==> config.mk <==
export PLATFORM = sky130hd
export DESIGN_NAME = freq_meter_core
export DESIGN_NICKNAME = d
export VERILOG_FILES = /design/src/rtl/freq_meter_core.sv
export SDC_FILE = /design/constraint.sdc
export NUM_CORES = 1
export LEC_CHECK = 0
export ABC_AREA = 1
export BUFFER_PORTS_ARGS = -buffer_cell sky130_fd_sc_hd__buf_2
export CORE_UTILIZATION = 54
export CTS_CLUSTER_DIAMETER = 150
export CTS_CLUSTER_SIZE = 10
export DETAILED_ROUTE_END_ITERATION = 8
export PLACE_DENSITY = 0.8
export SETUP_SLACK_MARGIN = 0.02
export SYNTH_ARGS = -nofsm -noshare
export SYNTH_HDL_FRONTEND = slang
export SYNTH_SLANG_ARGS = --single-unit
==> constraint.sdc <==
create_clock -name clk -period 7.7 [get_ports clk]
set_clock_uncertainty 0.15 [all_clocks]
set_input_delay 0.385 -clock clk [delete_from_list [all_inputs] [get_ports clk]]
set_output_delay 0.385 -clock clk [all_outputs]
set_load 0.02 [all_outputs]
==> src/rtl/freq_meter_core.sv <==
// freq_meter_core: gated-window frequency counter.
// Counts synchronized rising edges of sig_i over GATE_CYCLES clk cycles.
// Ports:
//   clk, rst          system clock, async active-high reset
//   en_i              measurement enable (level)
//   sig_i             monitored signal, asynchronous to clk
//   freq_o            edge count of last completed window
//   freq_valid_o      result available, held until freq_ready_i
//   freq_ready_i      downstream accepts result
//   freq_ovf_o        last result saturated
//   freq_lost_o       sticky: unread result overwritten
//   lost_clr_i        synchronous clear of freq_lost_o
//   busy_o            window in progress
module freq_meter_core #(
    parameter int GATE_CYCLES = 123750000,
    parameter int CNT_W       = 29,
    parameter int SYNC_STAGES = 2
) (
    input  logic             clk,
    input  logic             rst,
    input  logic             en_i,
    input  logic             sig_i,
    output logic [CNT_W-1:0] freq_o,
    output logic             freq_valid_o,
    input  logic             freq_ready_i,
    output logic             freq_ovf_o,
    output logic             freq_lost_o,
    input  logic             lost_clr_i,
    output logic             busy_o
);

    localparam int GW = (GATE_CYCLES > 1) ? $clog2(GATE_CYCLES) : 1;
    localparam logic [GW-1:0] G_LAST = GW'(GATE_CYCLES - 1);
    localparam logic [CNT_W-1:0] CNT_MAX = '1;
    localparam int PW = $clog2(SYNC_STAGES + 1);
    localparam logic [PW-1:0] P_DONE = PW'(SYNC_STAGES);

    typedef enum logic {
        IDLE,
        GATE
    } state_t;

    state_t                 state;
    logic [SYNC_STAGES-1:0] sync_q;
    logic                   prev_q;
    logic [PW-1:0]          prime_cnt;
    logic                   primed;
    logic [GW-1:0]          gate_cnt;
    logic [CNT_W-1:0]       edge_cnt;
    logic                   ovf_q;

    logic             rise;
    logic             cnt_sat;
    logic [CNT_W-1:0] cnt_nxt;
    logic             ovf_nxt;
    logic             last;
    logic             xfer;

    // primed masks the edge detector until prev_q holds a real sample,
    // so a signal already high at reset release is not seen as a rise.
    always_ff @(posedge clk or posedge rst) begin
        if (rst) begin
            sync_q    <= '0;
            prev_q    <= 1'b0;
            prime_cnt <= '0;
            primed    <= 1'b0;
        end else begin
            sync_q <= {sync_q[SYNC_STAGES-2:0], sig_i};
            prev_q <= sync_q[SYNC_STAGES-1];
            if (!primed) begin
                if (prime_cnt == P_DONE) begin
                    primed <= 1'b1;
                end
                prime_cnt <= prime_cnt + 1'b1;
            end
        end
    end

    assign rise    = sync_q[SYNC_STAGES-1] & ~prev_q & primed;
    assign cnt_sat = (edge_cnt == CNT_MAX);
    assign cnt_nxt = (rise && !cnt_sat) ? edge_cnt + 1'b1 : edge_cnt;
    assign ovf_nxt = ovf_q | (rise & cnt_sat);
    assign last    = (state == GATE) && (gate_cnt == G_LAST);
    assign xfer    = freq_valid_o & freq_ready_i;

    // The last window cycle folds its own edge into the published result
    // and restarts the counters, so back-to-back windows share no cycle.
    always_ff @(posedge clk or posedge rst) begin
        if (rst) begin
            state        <= IDLE;
            busy_o       <= 1'b0;
            gate_cnt     <= '0;
            edge_cnt     <= '0;
            ovf_q        <= 1'b0;
            freq_o       <= '0;
            freq_ovf_o   <= 1'b0;
            freq_valid_o <= 1'b0;
            freq_lost_o  <= 1'b0;
        end else begin
            case (state)
                IDLE: begin
                    gate_cnt <= '0;
                    edge_cnt <= '0;
                    ovf_q    <= 1'b0;
                    if (en_i) begin
                        state  <= GATE;
                        busy_o <= 1'b1;
                    end
                end
                GATE: begin
                    if (last || !en_i) begin
                        gate_cnt <= '0;
                        edge_cnt <= '0;
                        ovf_q    <= 1'b0;
                        if (!en_i) begin
                            state  <= IDLE;
                            busy_o <= 1'b0;
                        end
                    end else begin
                        gate_cnt <= gate_cnt + 1'b1;
                        edge_cnt <= cnt_nxt;
                        ovf_q    <= ovf_nxt;
                    end
                end
                default: begin
                    state  <= IDLE;
                    busy_o <= 1'b0;
                end
            endcase

            if (last) begin
                freq_o       <= cnt_nxt;
                freq_ovf_o   <= ovf_nxt;
                freq_valid_o <= 1'b1;
            end else if (xfer) begin
                freq_valid_o <= 1'b0;
            end

            if (last && freq_valid_o && !freq_ready_i) begin
                freq_lost_o <= 1'b1;
            end else if (lost_clr_i) begin
                freq_lost_o <= 1'b0;
            end
        end
    end

endmodule

Word-level counts from Yosys, hierarchy flattened

Cells that the tools add are included.

Add/sub/neg operators: 3
Eq/ne operators: 6
Multiplexer cells: 20
Bitwise logic cells: 7
Reductions and logical operators: 11

Operators with widths:

| kind                    | number |
|---|---|
| $mux W29                | 2 |
| $pmux W29 S2            | 1 |
| $pmux W27 S2            | 1 |
| $add A29 B1 Y29 const B | 1 |
| $eq A29 B29 Y1 const B  | 1 |
| $add A27 B1 Y27 const B | 1 |
| $eq A27 B27 Y1 const B  | 1 |
| $mux W27                | 1 |
| $mux W1                 | 12 |
| $pmux W1 S2             | 3 |
| $and A1 B1 Y1           | 4 |
| $logic_and A1 B1 Y1     | 4 |
| $ne A2 B2 Y1 const B    | 2 |
| $reduce_bool A2 Y1      | 2 |
| $logic_not A1 Y1        | 3 |
| $reduce_and A3 Y1       | 1 |
| $add A2 B1 Y2 const B   | 1 |
| $eq A2 B2 Y1 const B    | 1 |
| $ne A2 B1 Y1 const B    | 1 |
| $not A1 Y1              | 2 |
| $logic_or A1 B1 Y1      | 1 |
| $or A1 B1 Y1            | 1 |

Register bits after elaboration: 97
Output and inout port bits: 33

Logic depth before layout (Yosys ltp)

Depth in word-level cells: 7
Gate-level depth with buffers: 12
Mapped depth without buffers: 12

Least setup slack after synthesis

OpenSTA, ideal clock, no wires.

Path kind: register -> register
Start: register edge_cnt[0]
End: register edge_cnt[5]
Library setup time: 119 ps
Data arrival time: 1488 ps
Slack: 5943 ps
Stages on the path, launching flop included: 11
Buffers on the path: 1
Clock period less this slack: 1757 ps
Cell sequence: dfrtp_1 -> ha_1 -> nand3_2 -> inv_2 -> nand2_4 -> nor2_8 -> nand2_4 -> nand2_8 -> buf_12 -> o21ai_1 -> and2_1

Word-level cells in the longest chain between the ends: 6
Elaborated cells on any way between the ends: 7

Ends and longest elaborated chain:

| what                                                                    | RTL line | text |
|---|---|---|
| start: declaration                                                      | 49       | `logic [CNT_W-1:0] edge_cnt;` |
| start signal: assignment                                                | 121      | `edge_cnt <= cnt_nxt;` |
| parallel branches: the longest is 3 deep, another holds $add A29 B1 Y29 | -        |  |
| $mux W29 (*)                                                            | 81       | `assign cnt_nxt = (rise && !cnt_sat) ? edge_cnt + 1'b1 : edge_cnt;` |
| $mux W29 (*)                                                            | 111      | `if (last \|\| !en_i) begin` |
| $pmux W29 S2 (*)                                                        | 100      | `case (state)` |

Mark *: on every way between the ends.
A chain may end at the register's enable or synchronous reset.

Final worst setup path

Start: register gate_cnt[0]
End: register edge_cnt[22]

Word-level cells in the longest chain between the ends: 5

Ends and longest elaborated chain:

| what                     | RTL line | text |
|---|---|---|
| start: declaration       | 48       | `logic [GW-1:0] gate_cnt;` |
| start signal: assignment | 120      | `gate_cnt <= gate_cnt + 1'b1;` |
| $eq A27 B27 Y1           | 83       | `assign last = (state == GATE) && (gate_cnt == G_LAST);` |
| $logic_and A1 B1 Y1      | 83       |  |
| $logic_or A1 B1 Y1       | 111      |  |
| $mux W29                 | 111      |  |
| $pmux W29 S2             | 100      |  |

No other way between the ends.

==> results.txt <==
----------------------------------------------------
[Outcome]
  Result of the run ... complete, no violations

[Power]
  Pwr/cell area ... 161.5 nW/µm²
  Maximum ir drop on the vdd rail ... 0.08745 mV
  Leakage power summed over all cells ... 2.766 nW

[Cells and area]
  Antenna cell count ... 0
  Synth-to-layout area growth ... 9.607%
  Layout cells sized above 1 ... 0.1281
  Finished Layout Cells ... 855
  Net count reported at finish ... 730

[Global routing]
  Via count of the first global-routing pass ... 4155
  Wire length of the first global-routing pass ... 18140 µm
  Grt total ovfl ... 0
  Global router's overall resource usage ... 0.2278
  Antenna violations before repair ... 0
  Largest net degree at the start of global routing ... 77

[Route]
  Number of iterations in the first detailed-routing pass ... 4
  Number of nets with antenna violations after detailed routing ... 0
  Per-cell routed wire length ... 12.17 µm
  Average via count per standard cell ... 5.054
  First-iteration detailed-routing DRC count ... 238
  Via Count ... 4321
  Total wire length ... 10400 µm
  Detailed-route DRC error count ... 0

[Min path]
  HP Class ... in -> reg

[Timing]
  Period utilization ... 0.3829
  Worst slew pin tran ... 0.9242 ns
  Max Clock Freq ... 339.2 MHz
  Final critical-path required period ... 2.948 ns
  Total negative slack for setup checks ... 0 ns
  Final hold viol count ... 0
  Unrepaired setup endpoints after global routing ... no
  Setup violators final ... 0
  Worst rel slew slack ... 0.3839
  Max-slew violation count ... 0

[Synth]
  Sequential-to-total area share from yosys stat ... 0.4706
  Unique masters post-synth ... 34
  Dominant synthesized flop cell ... sky130_fd_sc_hd__dfrtp_1
  FFs w/ async S/R, synth ... 1.000
  Leading area contributor after synthesis ... sky130_fd_sc_hd__dfrtp_1
  Top-area cell type share of the netlist area ... 0.4706
  Total of warnings raised by yosys ... 0
  Syn Area/Cell ... 7.529 µm²
  Synth Cell Area ... 5157 µm²
  Number of flops mapped to enable cells by yosys ... 0
  Most used standard cell by instance count after synthesis ... sky130_fd_sc_hd__nand2_1
  Leading post-synthesis cells by cell area ... sky130_fd_sc_hd__dfrtp_1 47%, sky130_fd_sc_hd__nand2_1 17%, sky130_fd_sc_hd__nor2_1 8.2%
  Leading post-synthesis cells by instance count ... 239 x sky130_fd_sc_hd__nand2_1, 112 x sky130_fd_sc_hd__nor2_1, 97 x sky130_fd_sc_hd__dfrtp_1, 58 x sky130_fd_sc_hd__inv_1, 55 x sky130_fd_sc_hd__nand3_1
  Synthesized netlist cell count ... 685
  Post-synthesis sequential element count ... 97
  Post-Synthesis Net Count ... 694

[Job]
  Max-cap violation count ... 0

[Placed design]
  Weighted congestion reported at the end of routability-driven placement ... 0.9681
  Dpl hpwl ... 7384 µm
  Dpl cells ... 837
  Number of port buffers ... 38

[Clock tree]
  Clock Pin Slew Worst Setup and Hold Paths ... 0.10 ns
  Clock tree root driver cell ... sky130_fd_sc_hd__clkbuf_8
  Clock latency reported for the late side of the worst-skew pair ... 0.37 ns
  Worst-case clock buffer depth ... 2
  Resized Gates After CTS ... 0
  CTS buffer count ... 9
  Count of clock tree sinks ... 97
  CTS tree ... yes
  Htree depth ... 3

[Setup path]
  Cells along the critical path ... ha_1 -> nand3_1 -> inv_1 -> nand2_1 -> nor2_4 -> nor2_2 -> inv_2 -> nor2_1
  Critical path's slowest cell ... sky130_fd_sc_hd__inv_2
  WP data arrival ... 3.01 ns
  Type of origin of the critical path ... register
  Slowest Stage Delay on Critical Path ... 0.64 ns
  CP Class ... reg -> reg
  Top fanout value on the critical path ... 43
  Worst EP required ... 7.76 ns
  CP Capture Type ... register

[Die]
  # IOs ... 39
  Floorplan die area ... 9946 µm²
  Die Y ... 99.73 µm
  CORE AREA ... 9240 µm²
  Die width ... 99.73 µm
  Placement row count ... 35
  Initial Utilization ... 0.5582

----------------------------------------------------
[logic make-up after synthesis]
| group | count (synthesis) | share of synthesized area |
|---|---|---|
| and+or+nand+nor | 460 | 0.3925 |
| adders and majority gates | 3 | 0.007279 |
| xor gates and xnor gates | 22 | 0.03736 |
| DFF | 97 | 0.4706 |
| buffers and inverters | 79 | 0.06744 |
| AOI/OAI and AO/OA | 24 | 0.02475 |
[per-stage QoR]
step | total power (W) | area [µm²] | setup slack (ns) | hold slack [ns] | util
floorplan | 0.0005451 | 5157 | 4.631 | 0.1812 | -
finish | 0.0009131 | 5653 | 4.752 | 0.01538 | 0.6118
detailed placement | 0.0005517 | 5408 | 4.743 | 0.1911 | 0.5852
CTS | 0.0009213 | 5653 | 4.732 | 0.002328 | 0.6118
global route | 0.0009421 | 5653 | 4.412 | 0.0006067 | 0.6118
global placement | 0.0005508 | 5408 | 4.848 | 0.1847 | 0.5852
[layout by cell type, fill, tap and decap left out, types with 6 or more instances in the layout]
master | Yosys | routed
sky130_fd_sc_hd__nor2_1 | 112 | 112
sky130_fd_sc_hd__inv_1 | 58 | 57
sky130_fd_sc_hd__a21oi_1 | 14 | 14
sky130_fd_sc_hd__nand3_1 | 55 | 55
sky130_fd_sc_hd__nor3_1 | 11 | 11
sky130_fd_sc_hd__nand4_1 | 6 | 6
sky130_fd_sc_hd__xor2_1 | 11 | 11
sky130_fd_sc_hd__xnor2_1 | 11 | 11
sky130_fd_sc_hd__nand2_1 | 239 | 239
sky130_fd_sc_hd__buf_2 | 7 | 38
sky130_fd_sc_hd__nand2_2 | 8 | 8
sky130_fd_sc_hd__clkbuf_8 | 0 | 10
sky130_fd_sc_hd__dfrtp_1 | 97 | 97
sky130_fd_sc_hd__nand3_2 | 8 | 8
[final timing paths]
kind                                       startpoint                     end  slack, ns  cells past startpoint
worst max-delay path            gate_cnt[0]$_DFF_PP0_  edge_cnt[22]$_DFF_PP0_       4.75                      8
worst min-delay path                             en_i         state$_DFF_PP0_       0.02                      1
worst max register to register  gate_cnt[0]$_DFF_PP0_  edge_cnt[22]$_DFF_PP0_       4.75                      8
worst min register to register    sync_q[0]$_DFF_PP0_     sync_q[1]$_DFF_PP0_       0.21                      0
max in group asynchronous                         rst   freq_o[7]$_DFFE_PP0P_       5.83                      4
min in group asynchronous                         rst  gate_cnt[16]$_DFF_PP0_       0.35                      3
[sequential cells by signal (all words and copies together), names as in the netlist]
register	count
sync_q	2
state	1
primed	1
edge_cnt	29
busy_o	1
prime_cnt	2
gate_cnt	27
freq_o	29
freq_ovf_o	1
ovf_q	1
freq_lost_o	1
freq_valid_o	1
prev_q	1
[worst max-delay path: cells and delay by family, from the launching register on]
kind | cells | cell delay [ns]
flip-flops | 1 | 0.38
buffers and inverters | 2 | 0.82
adder cells (fa/ha/maj) | 1 | 0.19
AND/OR/NAND/NOR | 5 | 1.24
[routing by layer]
layer	wire length (µm)	global-route usage	vias to the layer above
met5	0	0	-
met4	241	0.08484	0
met3	339	0.04216	28
met2	5073	0.4000	94
met1	4749	0.2786	2008
li1	-	-	2191
[what timing repair did]
action	in CTS	in global routing
endpoints found under the hold margin	22	0
setup buffers	0	0
hold buffers	2	0
[power breakdown]
part | switching (W) | internal [W]
Combinational | 0.0000222 | 0.00000575
Clock | 0.000179 | 0.000193
Sequential | 0.00000220 | 0.000511
Total | 0.000203 | 0.000710
[final cells by class]
cell class                 count  area (µm²)
fill                         841        3587
sequential                    97        2427
multi-input combinational    509        2382
inverter                      63       239.0
timing repair buffer          41       217.7
tap                          129       161.4
clock buffer                  10       137.6
clock inverter                 6       87.58
No activity file was read; power rests on OpenSTA's default activity.
